## config.mk

```make
export PLATFORM = sky130hd
export DESIGN_NAME = dispatch_queue
export DESIGN_NICKNAME = d
export VERILOG_FILES = /design/src/rtl/dispatch_pkg.sv /design/src/rtl/dispatch_select.sv /design/src/rtl/dispatch_queue.sv
export SDC_FILE = /design/constraint.sdc
export NUM_CORES = 2
export LEC_CHECK = 0
export ABC_CLOCK_PERIOD_IN_PS = 65600
export CELL_PAD_IN_SITES_DETAIL_PLACEMENT = 1
export CELL_PAD_IN_SITES_GLOBAL_PLACEMENT = 2
export CORE_AREA = 8 8 324 563
export DETAILED_ROUTE_END_ITERATION = 12
export DIE_AREA = 0 0 332 571
export PLACE_DENSITY_LB_ADDON = 0.2
export REMOVE_ABC_BUFFERS = 1
export SYNTH_ARGS = -nofsm -noshare
export SYNTH_HDL_FRONTEND = slang
export SYNTH_SLANG_ARGS = --single-unit
export TNS_END_PERCENT = 30
```

## constraint.sdc

```tcl
create_clock -name clk -period 65.6 [get_ports clk]
set_input_delay 13.12 -clock clk [delete_from_list [all_inputs] [get_ports clk]]
set_output_delay 13.12 -clock clk [all_outputs]
set_load 0.02 [all_outputs]
```

## src/rtl/dispatch_pkg.sv

```systemverilog
// Shared constants and types for the dispatch queue: FU-to-RS mapping and slot layout.
package dispatch_pkg;

  localparam int NUM_RS_DEF = 4;
  localparam int INST_W_DEF = 128;
  localparam int FU_IDX_W   = $clog2(NUM_RS_DEF);

  localparam logic [FU_IDX_W-1:0] FU_LSU  = FU_IDX_W'(0);
  localparam logic [FU_IDX_W-1:0] FU_MULT = FU_IDX_W'(1);
  localparam logic [FU_IDX_W-1:0] FU_BTU  = FU_IDX_W'(2);
  localparam logic [FU_IDX_W-1:0] FU_ALU  = FU_IDX_W'(3);

  typedef struct packed {
    logic                  valid;
    logic [INST_W_DEF-1:0] inst;
    logic [NUM_RS_DEF-1:0] rs_sel;
  } dispatch_slot_t;

endpackage

```

## src/rtl/dispatch_select.sv

```systemverilog
// Combinational slot qualification: in-order prefix limited by occupancy, ROB credit
// and a running per-RS credit count.
module dispatch_select #(
  parameter int DISP_W = 2,
  parameter int NUM_RS = 4,
  parameter int CRED_W = 4,
  parameter int CNT_W  = 4,
  parameter int FU_W   = $clog2(NUM_RS)
) (
  input  logic                           en,
  input  logic [CNT_W-1:0]               count,
  input  logic [DISP_W-1:0][FU_W-1:0]    slot_fu,
  input  logic [NUM_RS-1:0][CRED_W-1:0]  rs_free_cnt,
  input  logic [CRED_W-1:0]              rob_free_cnt,
  output logic [DISP_W-1:0]              slot_valid,
  output logic [DISP_W-1:0][NUM_RS-1:0]  slot_rs_sel
);

  int   used_cnt [NUM_RS];
  logic chain_open;

  always_comb begin
    slot_valid  = '0;
    slot_rs_sel = '0;
    chain_open  = en;
    for (int r = 0; r < NUM_RS; r++) used_cnt[r] = 0;
    for (int k = 0; k < DISP_W; k++) begin
      // Once a slot is blocked every younger slot stays blocked to keep dispatch in order.
      if (chain_open && (int'(count) > k) && (int'(rob_free_cnt) > k) &&
          (used_cnt[slot_fu[k]] < int'(rs_free_cnt[slot_fu[k]]))) begin
        slot_valid[k]              = 1'b1;
        slot_rs_sel[k][slot_fu[k]] = 1'b1;
        used_cnt[slot_fu[k]]       = used_cnt[slot_fu[k]] + 1;
      end else begin
        chain_open = 1'b0;
      end
    end
  end

endmodule

```

## src/rtl/dispatch_queue.sv

```systemverilog
// In-order instruction buffer with credit-limited N-wide dispatch and flush.
// Optional statistics counters are enabled with DISPATCH_QUEUE_STATS_EN.
module dispatch_queue
  import dispatch_pkg::*;
#(
  parameter int DEPTH  = 8,
  parameter int IN_W   = 2,
  parameter int DISP_W = 2,
  parameter int NUM_RS = NUM_RS_DEF,
  parameter int INST_W = INST_W_DEF,
  parameter int CRED_W = 4,
  localparam int FU_W  = $clog2(NUM_RS),
  localparam int PTR_W = $clog2(DEPTH),
  localparam int CNT_W = PTR_W + 1
) (
  input  logic                           clk,
  input  logic                           reset,
  input  logic                           flush,
  input  logic [IN_W-1:0]                enq_valid,
  input  logic [IN_W-1:0][INST_W-1:0]    enq_inst,
  input  logic [IN_W-1:0][FU_W-1:0]      enq_fu,
  output logic                           enq_ready,
  input  logic [NUM_RS-1:0][CRED_W-1:0]  rs_free_cnt,
  input  logic [CRED_W-1:0]              rob_free_cnt,
  output logic [DISP_W-1:0]              disp_valid,
  output logic [DISP_W-1:0][INST_W-1:0]  disp_inst,
  output logic [DISP_W-1:0][NUM_RS-1:0]  disp_rs_sel,
  output logic [CNT_W-1:0]               count,
  output logic                           stall
`ifdef DISPATCH_QUEUE_STATS_EN
  ,
  output logic [31:0]                    stat_stall_cycles,
  output logic [31:0]                    stat_full_cycles,
  output logic [31:0]                    stat_dispatched
`endif
);

  logic [PTR_W-1:0]  head_q, head_d, tail_q, tail_d;
  logic [CNT_W-1:0]  count_q, count_d;
  logic [INST_W-1:0] mem_q [DEPTH];
  logic [INST_W-1:0] mem_d [DEPTH];
  logic [FU_W-1:0]   fu_q  [DEPTH];
  logic [FU_W-1:0]   fu_d  [DEPTH];

  logic [DISP_W-1:0][FU_W-1:0] slot_fu;
  logic [CNT_W-1:0]            enq_n, disp_n;
  logic                        enq_fire;

  always_comb begin
    for (int k = 0; k < DISP_W; k++) slot_fu[k] = fu_q[head_q + PTR_W'(k)];
  end

  dispatch_select #(
    .DISP_W (DISP_W),
    .NUM_RS (NUM_RS),
    .CRED_W (CRED_W),
    .CNT_W  (CNT_W),
    .FU_W   (FU_W)
  ) u_select (
    .en           (!(flush || reset)),
    .count        (count_q),
    .slot_fu      (slot_fu),
    .rs_free_cnt  (rs_free_cnt),
    .rob_free_cnt (rob_free_cnt),
    .slot_valid   (disp_valid),
    .slot_rs_sel  (disp_rs_sel)
  );

  // Readiness looks only at current occupancy; same-cycle dispatches are not credited.
  assign enq_ready = (count_q <= CNT_W'(DEPTH - IN_W));
  assign enq_fire  = (|enq_valid) && enq_ready && !flush && !reset;

  always_comb begin
    enq_n  = '0;
    disp_n = '0;
    for (int i = 0; i < IN_W; i++)   enq_n  = enq_n  + CNT_W'(enq_valid[i]);
    for (int k = 0; k < DISP_W; k++) disp_n = disp_n + CNT_W'(disp_valid[k]);
  end

  always_comb begin
    mem_d   = mem_q;
    fu_d    = fu_q;
    head_d  = head_q + PTR_W'(disp_n);
    tail_d  = tail_q;
    count_d = count_q - disp_n;
    if (enq_fire) begin
      for (int i = 0; i < IN_W; i++) begin
        if (enq_valid[i]) begin
          mem_d[tail_q + PTR_W'(i)] = enq_inst[i];
          fu_d[tail_q + PTR_W'(i)]  = enq_fu[i];
        end
      end
      tail_d  = tail_q + PTR_W'(enq_n);
      count_d = count_q + enq_n - disp_n;
    end
    if (flush) begin
      head_d  = '0;
      tail_d  = '0;
      count_d = '0;
    end
  end

  always_ff @(posedge clk) begin
    if (reset) begin
      head_q  <= '0;
      tail_q  <= '0;
      count_q <= '0;
    end else begin
      head_q  <= head_d;
      tail_q  <= tail_d;
      count_q <= count_d;
    end
    mem_q <= mem_d;
    fu_q  <= fu_d;
  end

  always_comb begin
    for (int k = 0; k < DISP_W; k++)
      disp_inst[k] = disp_valid[k] ? mem_q[head_q + PTR_W'(k)] : '0;
  end

  assign count = count_q;
  assign stall = (count_q != '0) && !disp_valid[0];

`ifdef DISPATCH_QUEUE_STATS_EN
  logic [31:0] stall_cyc_q, stall_cyc_d, full_cyc_q, full_cyc_d, disp_tot_q, disp_tot_d;
  logic [32:0] disp_sum;

  always_comb begin
    stall_cyc_d = stall_cyc_q;
    full_cyc_d  = full_cyc_q;
    if (stall && (stall_cyc_q != '1)) stall_cyc_d = stall_cyc_q + 32'd1;
    if ((count_q == CNT_W'(DEPTH)) && (full_cyc_q != '1)) full_cyc_d = full_cyc_q + 32'd1;
    disp_sum   = {1'b0, disp_tot_q} + 33'(disp_n);
    disp_tot_d = disp_sum[32] ? '1 : disp_sum[31:0];
  end

  always_ff @(posedge clk) begin
    if (reset) begin
      stall_cyc_q <= '0;
      full_cyc_q  <= '0;
      disp_tot_q  <= '0;
    end else begin
      stall_cyc_q <= stall_cyc_d;
      full_cyc_q  <= full_cyc_d;
      disp_tot_q  <= disp_tot_d;
    end
  end

  assign stat_stall_cycles = stall_cyc_q;
  assign stat_full_cycles  = full_cyc_q;
  assign stat_dispatched   = disp_tot_q;
`endif

endmodule

```

---- Yosys cells after proc, flatten, opt, wreduce, memory -nomap -nowiden ----
Cells that the tools add are included.
storage, ports and cells
  register bits after elaboration ......... 1050
  logic and storage cells ................. 134
  bits of input ports ..................... 285
cells by class
  bitwise logic cells ..................... 7
  muxes and demuxes ....................... 55
  add/sub/neg operators ................... 10
  reductions and logical operators ........ 23
  order comparisons ....................... 20
operators with widths
  operator                                                        number
  two-way mux 1024 bit                                            3
  bitwise mux 1024 bit                                            2
  two-way mux 128 bit                                             9
  binary-select mux 128 bit (select 3 bit)                        2
  demux 128 bit (select 3 bit)                                    2
  two-way mux 32 bit                                              5
  AND 128 bit                                                     1
  binary-select mux 32 bit (select 2 bit)                         2
  demux 32 bit (select 2 bit)                                     1
  < comparator 32 x 5 -> 1 bit                                    2
  two-way mux 16 bit                                              3
  adder 32 x 2 -> 32 bit (second input constant)                  1
  bitwise mux 16 bit                                              2
  two-way mux 4 bit                                               5
  binary-select mux 4 bit (select 2 bit)                          2
  >= comparator 4 bit (second input constant)                     4
  greater-than comparator 4 x 1 -> 1 bit (second input constant)  4
  NOT 3 -> 4 bit                                                  4
  logical AND 1 bit                                               15
  binary-select mux 2 bit (select 3 bit)                          2
  demux 2 bit (select 3 bit)                                      2
  two-way mux 2 bit                                               6
  < comparator 4 x 1 -> 1 bit (second input constant)             2
  subtractor 4 x 2 -> 4 bit                                       2
  16 further kinds                                                32

---- Logic depth before layout (Yosys ltp) ----
  depth after elaboration ................. 20
  mapped depth ............................ 19
  depth with buffers taken out ............ 16

---- Hierarchy ----
A second synthesis with hierarchy kept.
second synthesis, totals
  cell total of the unflattened synthesis .. 6259
  area total of the unflattened synthesis .. 71467.3 um^2
modules (own cells, without submodules)
  module           area an instance (um^2)  cells an instance  instances
  dispatch_queue   71198.3                  6222               1
  dispatch_select  269.0                    37                 1

---- Worst setup path before layout ----
No wires, ideal clock.
  path type ............................... input -> register
  from .................................... input port enq_valid[0]
  to ...................................... register fu_q[0] (netlist bit) (enable)
  slack ................................... 6.182 ns
  data required time ...................... 63.121 ns
  arrival ................................. 56.939 ns
  setup time .............................. 2.479 ns
  cell stages on the path ................. 6
  path buffers ............................ 2
  path through ............................ clkbuf_1 -> inv_1 -> ha_1 -> nand2b_1 -> clkbuf_1 -> nor2_1
on the way
  word-level cells in the longest chain between the ends .. 4
ends and longest elaborated chain
  element                         line                   source
  start, declared                 dispatch_queue.sv:19   input logic [IN_W-1:0] enq_valid,
  OR reduction 2 bit              dispatch_queue.sv:71   assign enq_fire = (|enq_valid) && enq_ready && !flush && !reset;
  logical AND 1 bit (3 in a row)  dispatch_queue.sv:71
  named net enq_fire              dispatch_queue.sv:47   logic enq_fire;
  end signal, assigned            dispatch_queue.sv:114  fu_q <= fu_d;
  end, declared                   dispatch_queue.sv:42   logic [FU_W-1:0] fu_q [DEPTH];
The timed path passes the listed nets, and every way through them passes these cells.
A chain may end at the register's enable or synchronous reset.

==> report_table.html <==
<table>
<tr><th>Metric</th><th>Value</th></tr>
<tr><th colspan="2">Critical path</th></tr>
<tr><td>Crit path required time</td><td>52480 ps</td></tr>
<tr><td>Number of buffers and inverters on the critical path</td><td>4</td></tr>
<tr><td>Launching element type of the critical path</td><td>input port</td></tr>
<tr><td>Top Family by Delay on Critical Path</td><td>buffers and inverters</td></tr>
<tr><td>WP data arrival</td><td>16840 ps</td></tr>
<tr><td>Slowest-stage cell, CP</td><td>sky130_fd_sc_hd__buf_4</td></tr>
<tr><td>Kind of critical path</td><td>input port to output port</td></tr>
<tr><td>Crit-path max cell delay</td><td>880 ps</td></tr>
<tr><td>Highest net fanout along the worst path</td><td>91</td></tr>
<tr><td>Crit-path cells</td><td>clkdlybuf4s50_1 -&gt; nor4_1 -&gt; mux2i_1 -&gt; mux2_4 -&gt; nand3_4 -&gt; buf_4 -&gt; buf_4 -&gt; nor2_1 -&gt; clkdlybuf4s50_1</td></tr>
<tr><td>Endpoint class of the critical path</td><td>output port</td></tr>
<tr><th colspan="2">Die</th></tr>
<tr><td>Die Ht</td><td>571 um</td></tr>
<tr><td>Num ports</td><td>557</td></tr>
<tr><td>Number of cell rows</td><td>203</td></tr>
<tr><td>Die footprint</td><td>0.190 mm^2</td></tr>
<tr><td>Initial standard-cell utilization of the core</td><td>0.408</td></tr>
<tr><td>Width of the die</td><td>332 um</td></tr>
<tr><td>Placeable Area</td><td>0.174 mm^2</td></tr>
<tr><th colspan="2">Timing</th></tr>
<tr><td>Least-Margin Pin Slew</td><td>1240 ps</td></tr>
<tr><td>Fmax</td><td>0.0334 GHz</td></tr>
<tr><td>Count of final hold-check violations</td><td>0</td></tr>
<tr><td>Final Skew</td><td>22.7 ps</td></tr>
<tr><td>Total Negative Setup Slacks</td><td>0 ps</td></tr>
<tr><td>Shortest period the worst path allows</td><td>29960 ps</td></tr>
<tr><td>Final count of pins violating max slew</td><td>0</td></tr>
<tr><td>Share of the cycle needed by the critical path after routing</td><td>0.457</td></tr>
<tr><td>Worst max-slew margin expressed relative to the limit</td><td>0.171</td></tr>
<tr><td>RSZ-0062 raised after global routing</td><td>no</td></tr>
<tr><td>Total setup violations reported at the end of the flow</td><td>0</td></tr>
<tr><th colspan="2">Logic synthesis</th></tr>
<tr><td>Biggest area contributors in the synthesized netlist</td><td>sky130_fd_sc_hd__edfxtp_1, sky130_fd_sc_hd__mux2i_1, sky130_fd_sc_hd__mux4_2, sky130_fd_sc_hd__o21ai_0, sky130_fd_sc_hd__nand2_1</td></tr>
<tr><td>Library cell occupying the most area in the post-synthesis netlist</td><td>sky130_fd_sc_hd__edfxtp_1</td></tr>
<tr><td>Syn Std Cell Area</td><td>0.0711 mm^2</td></tr>
<tr><td>Synth async-reset ratio</td><td>0</td></tr>
<tr><td>Top-area cell type share of the netlist area</td><td>0.439</td></tr>
<tr><td>Synthesized flop and latch total</td><td>1050</td></tr>
<tr><td>Syn. warnings</td><td>0</td></tr>
<tr><td>Number of enable-type register cells in the synthesized netlist</td><td>1040</td></tr>
<tr><td>Dominant register cell in the synthesized netlist</td><td>sky130_fd_sc_hd__edfxtp_1</td></tr>
<tr><td>Sequential share of the synthesized area</td><td>0.442</td></tr>
<tr><td>Synth unique cells</td><td>44</td></tr>
<tr><td>Per-instance average area after synthesis</td><td>11.6 um^2</td></tr>
<tr><td>Post-Syn Instances</td><td>6141</td></tr>
<tr><th colspan="2">Routing</th></tr>
<tr><td>Final routed DRC violation total</td><td>0</td></tr>
<tr><td>Detailed-route wire length per cell</td><td>29.3 um</td></tr>
<tr><td>DR pass1 iterations</td><td>5</td></tr>
<tr><td>Final wirelength</td><td>249 mm</td></tr>
<tr><td>Vias/cell</td><td>6.15</td></tr>
<tr><td>Post-detailed-route count of antenna-violating nets</td><td>0</td></tr>
<tr><td>Detailed-route via count</td><td>52200</td></tr>
<tr><td>DR iter-0 viols</td><td>3936</td></tr>
<tr><th colspan="2">Hold path</th></tr>
<tr><td>Worst min-delay path class</td><td>flip-flop to flip-flop</td></tr>
<tr><th colspan="2">CTS</th></tr>
<tr><td>Cts bufs inserted</td><td>111</td></tr>
<tr><td>Clock buffer depth</td><td>3</td></tr>
<tr><td>Later-pin clock latency in the skew report</td><td>710 ps</td></tr>
<tr><td>Number of clock sinks seen by CTS</td><td>1050</td></tr>
<tr><td>Hold buffer count at cts</td><td>0</td></tr>
<tr><td>CTS tree</td><td>built</td></tr>
<tr><td>Number of levels in the clock H-tree</td><td>3</td></tr>
<tr><td>Root Driver</td><td>sky130_fd_sc_hd__clkbuf_16</td></tr>
<tr><td>Number of gates resized after CTS</td><td>0</td></tr>
<tr><td>Clock slew at the register clock pins of the worst setup and hold paths</td><td>60 ps</td></tr>
<tr><td>Setup fix buffers added after clock tree synthesis</td><td>0</td></tr>
<tr><th colspan="2">Global route</th></tr>
<tr><td>Number of antenna violations at the first check in global routing</td><td>43</td></tr>
<tr><td>Overflow left after global routing</td><td>0</td></tr>
<tr><td>Largest net degree at the start of global routing</td><td>182</td></tr>
<tr><td>Overall fraction of global-route tracks in use</td><td>0.254</td></tr>
<tr><td>Global-route wire length before repair</td><td>371 mm</td></tr>
<tr><td>Vias in the first global route</td><td>55100</td></tr>
<tr><th colspan="2">Layout</th></tr>
<tr><td>Fillers</td><td>18200</td></tr>
<tr><td>Area added between synthesis and finish</td><td>13.5%</td></tr>
<tr><td>Fraction of layout cells with a size suffix above 1</td><td>0.140</td></tr>
<tr><td>Final #Nets</td><td>6427</td></tr>
<tr><td>Multi-input gate area</td><td>0.0364 mm^2</td></tr>
<tr><td>Number of cells in the finished layout apart from fillers</td><td>8491</td></tr>
<tr><td>Storage cell area</td><td>0.0314 mm^2</td></tr>
<tr><th colspan="2">Flow run</th></tr>
<tr><td>Number of maximum-capacitance violations</td><td>0</td></tr>
<tr><th colspan="2">Place</th></tr>
<tr><td>Port Buffer Count</td><td>556</td></tr>
<tr><td>DP Cell Count</td><td>8263</td></tr>
<tr><td>GPL Wtd Cong</td><td>0.775</td></tr>
<tr><td>Post-detailed-placement half-perimeter wirelength</td><td>146 mm</td></tr>
<tr><th colspan="2">Power and ir drop</th></tr>
<tr><td>Leakage component of the power</td><td>26.9 nW</td></tr>
<tr><td>Pwr Density</td><td>22.5 mW/mm^2</td></tr>
<tr><td>Peak VDD IR</td><td>22.5 uV</td></tr>
<tr><td>Overall Power</td><td>0.00182 W</td></tr>
<tr><th colspan="2">Outcome</th></tr>
<tr><td>Outcome</td><td>complete, no violations</td></tr>
</table>
-- cell families (layout without fill, tap and decap cells) --
group           count (synthesis)  count (layout)  share of synthesized area
fa+ha+maj                      21              21                    0.00422
compound gates               1054            1054                     0.0746
other cells                     0              24                          0
xor+xnor                       10              10                    0.00149
buf+inv                       813             884                     0.0484
simple gates                 1363            1363                     0.0803
mux                          1830            1830                      0.349
flops                        1050            1050                      0.442
-- sequential cells by signal, indices dropped and copies added (netlist names) --
name	flops
tail_q	3
head_q	3
count	4
fu_q	16
mem_q	1024
-- cell usage in the layout (no fill, tap or decap), types with 21 or more instances in the layout --
cell	n
sky130_fd_sc_hd__diode_2	24
sky130_fd_sc_hd__clkbuf_16	113
sky130_fd_sc_hd__o21ai_1	30
sky130_fd_sc_hd__o21ai_0	752
sky130_fd_sc_hd__inv_1	21
sky130_fd_sc_hd__clkinv_2	26
sky130_fd_sc_hd__nand2_1	793
sky130_fd_sc_hd__nor2_1	397
sky130_fd_sc_hd__mux4_2	520
sky130_fd_sc_hd__edfxtp_1	1040
sky130_fd_sc_hd__buf_4	90
sky130_fd_sc_hd__clkinv_1	26
sky130_fd_sc_hd__a21oi_1	264
sky130_fd_sc_hd__nor3_1	70
sky130_fd_sc_hd__clkdlybuf4s50_1	556
sky130_fd_sc_hd__nor3_2	71
sky130_fd_sc_hd__mux2i_1	1306
sky130_fd_sc_hd__clkbuf_1	25
-- power breakdown --
part | switching [W] | internal, W | total [W] | leakage (nW)
Sequential | 0.0000296 | 0.000797 | 0.000827 | 9.70
Combinational | 0.000202 | 0.000152 | 0.000355 | 15.4
Clock | 0.000287 | 0.000349 | 0.000636 | 1.71
-- worst min-delay path, cell delays in order, from the launching register on --
cell	delay (ps)
sky130_fd_sc_hd__dfxtp_1	380
sky130_fd_sc_hd__nor2_1	130
sky130_fd_sc_hd__a211oi_1	50
-- cells in the mapped netlist, types with 10 or more instances --
cell / n
sky130_fd_sc_hd__o21ai_0: 752
sky130_fd_sc_hd__dfxtp_1: 10
sky130_fd_sc_hd__inv_1: 21
sky130_fd_sc_hd__buf_1: 50
sky130_fd_sc_hd__buf_2: 77
sky130_fd_sc_hd__o21ai_1: 30
sky130_fd_sc_hd__nor3_1: 73
sky130_fd_sc_hd__nor3_2: 68
sky130_fd_sc_hd__a21oi_1: 264
sky130_fd_sc_hd__buf_4: 36
sky130_fd_sc_hd__mux2i_1: 1306
sky130_fd_sc_hd__ha_1: 16
sky130_fd_sc_hd__nor2_1: 402
sky130_fd_sc_hd__nand2_1: 795
sky130_fd_sc_hd__edfxtp_1: 1040
sky130_fd_sc_hd__mux4_2: 520
sky130_fd_sc_hd__clkbuf_2: 80
sky130_fd_sc_hd__clkbuf_1: 541
-- worst paths after layout --
kind / slack [ps] / depth (start not counted) / to / from
hold / removal: 610 / 2 / tail_q[1] / tail_q[1]
setup reg to reg: 59530 / 10 / mem_q[43] / count[3]
setup / recovery: 35640 / 9 / disp_inst[68] / rs_free_cnt[0]
hold reg to reg: 610 / 2 / tail_q[1] / tail_q[1]
-- metrics by stage --
stage	util	cell area (um^2)	setup WS, ps	hold WS, ps
finish	0.463	80800	35640	606
global route	0.463	80700	35400	627
CTS	0.463	80700	35570	599
detailed placement	0.443	77200	35590	587
global placement	0.443	77200	35790	575
floorplan	-	67800	6480	523
-- layer usage --
layer	part of all wire	GRT usage	wire (um)
met1	0.42	0.337	106000
met2	0.49	0.432	121000
met3	0.062	0.0449	15500
met4	0.024	0.0632	5840
met5	0.00093	0	232
-- cell type report --
class	instances	area share
Sequential cell	1050	0.389
Clock buffer	138	0.0362
Clock inverter	66	0.00671
Inverter	21	0.000976
Tap cell	2255	0.0349
Multi-Input combinational cell	4278	0.451
Timing Repair Buffer	659	0.0805
Antenna cell	24	0.000744
(Power assumes the default switching activity.)
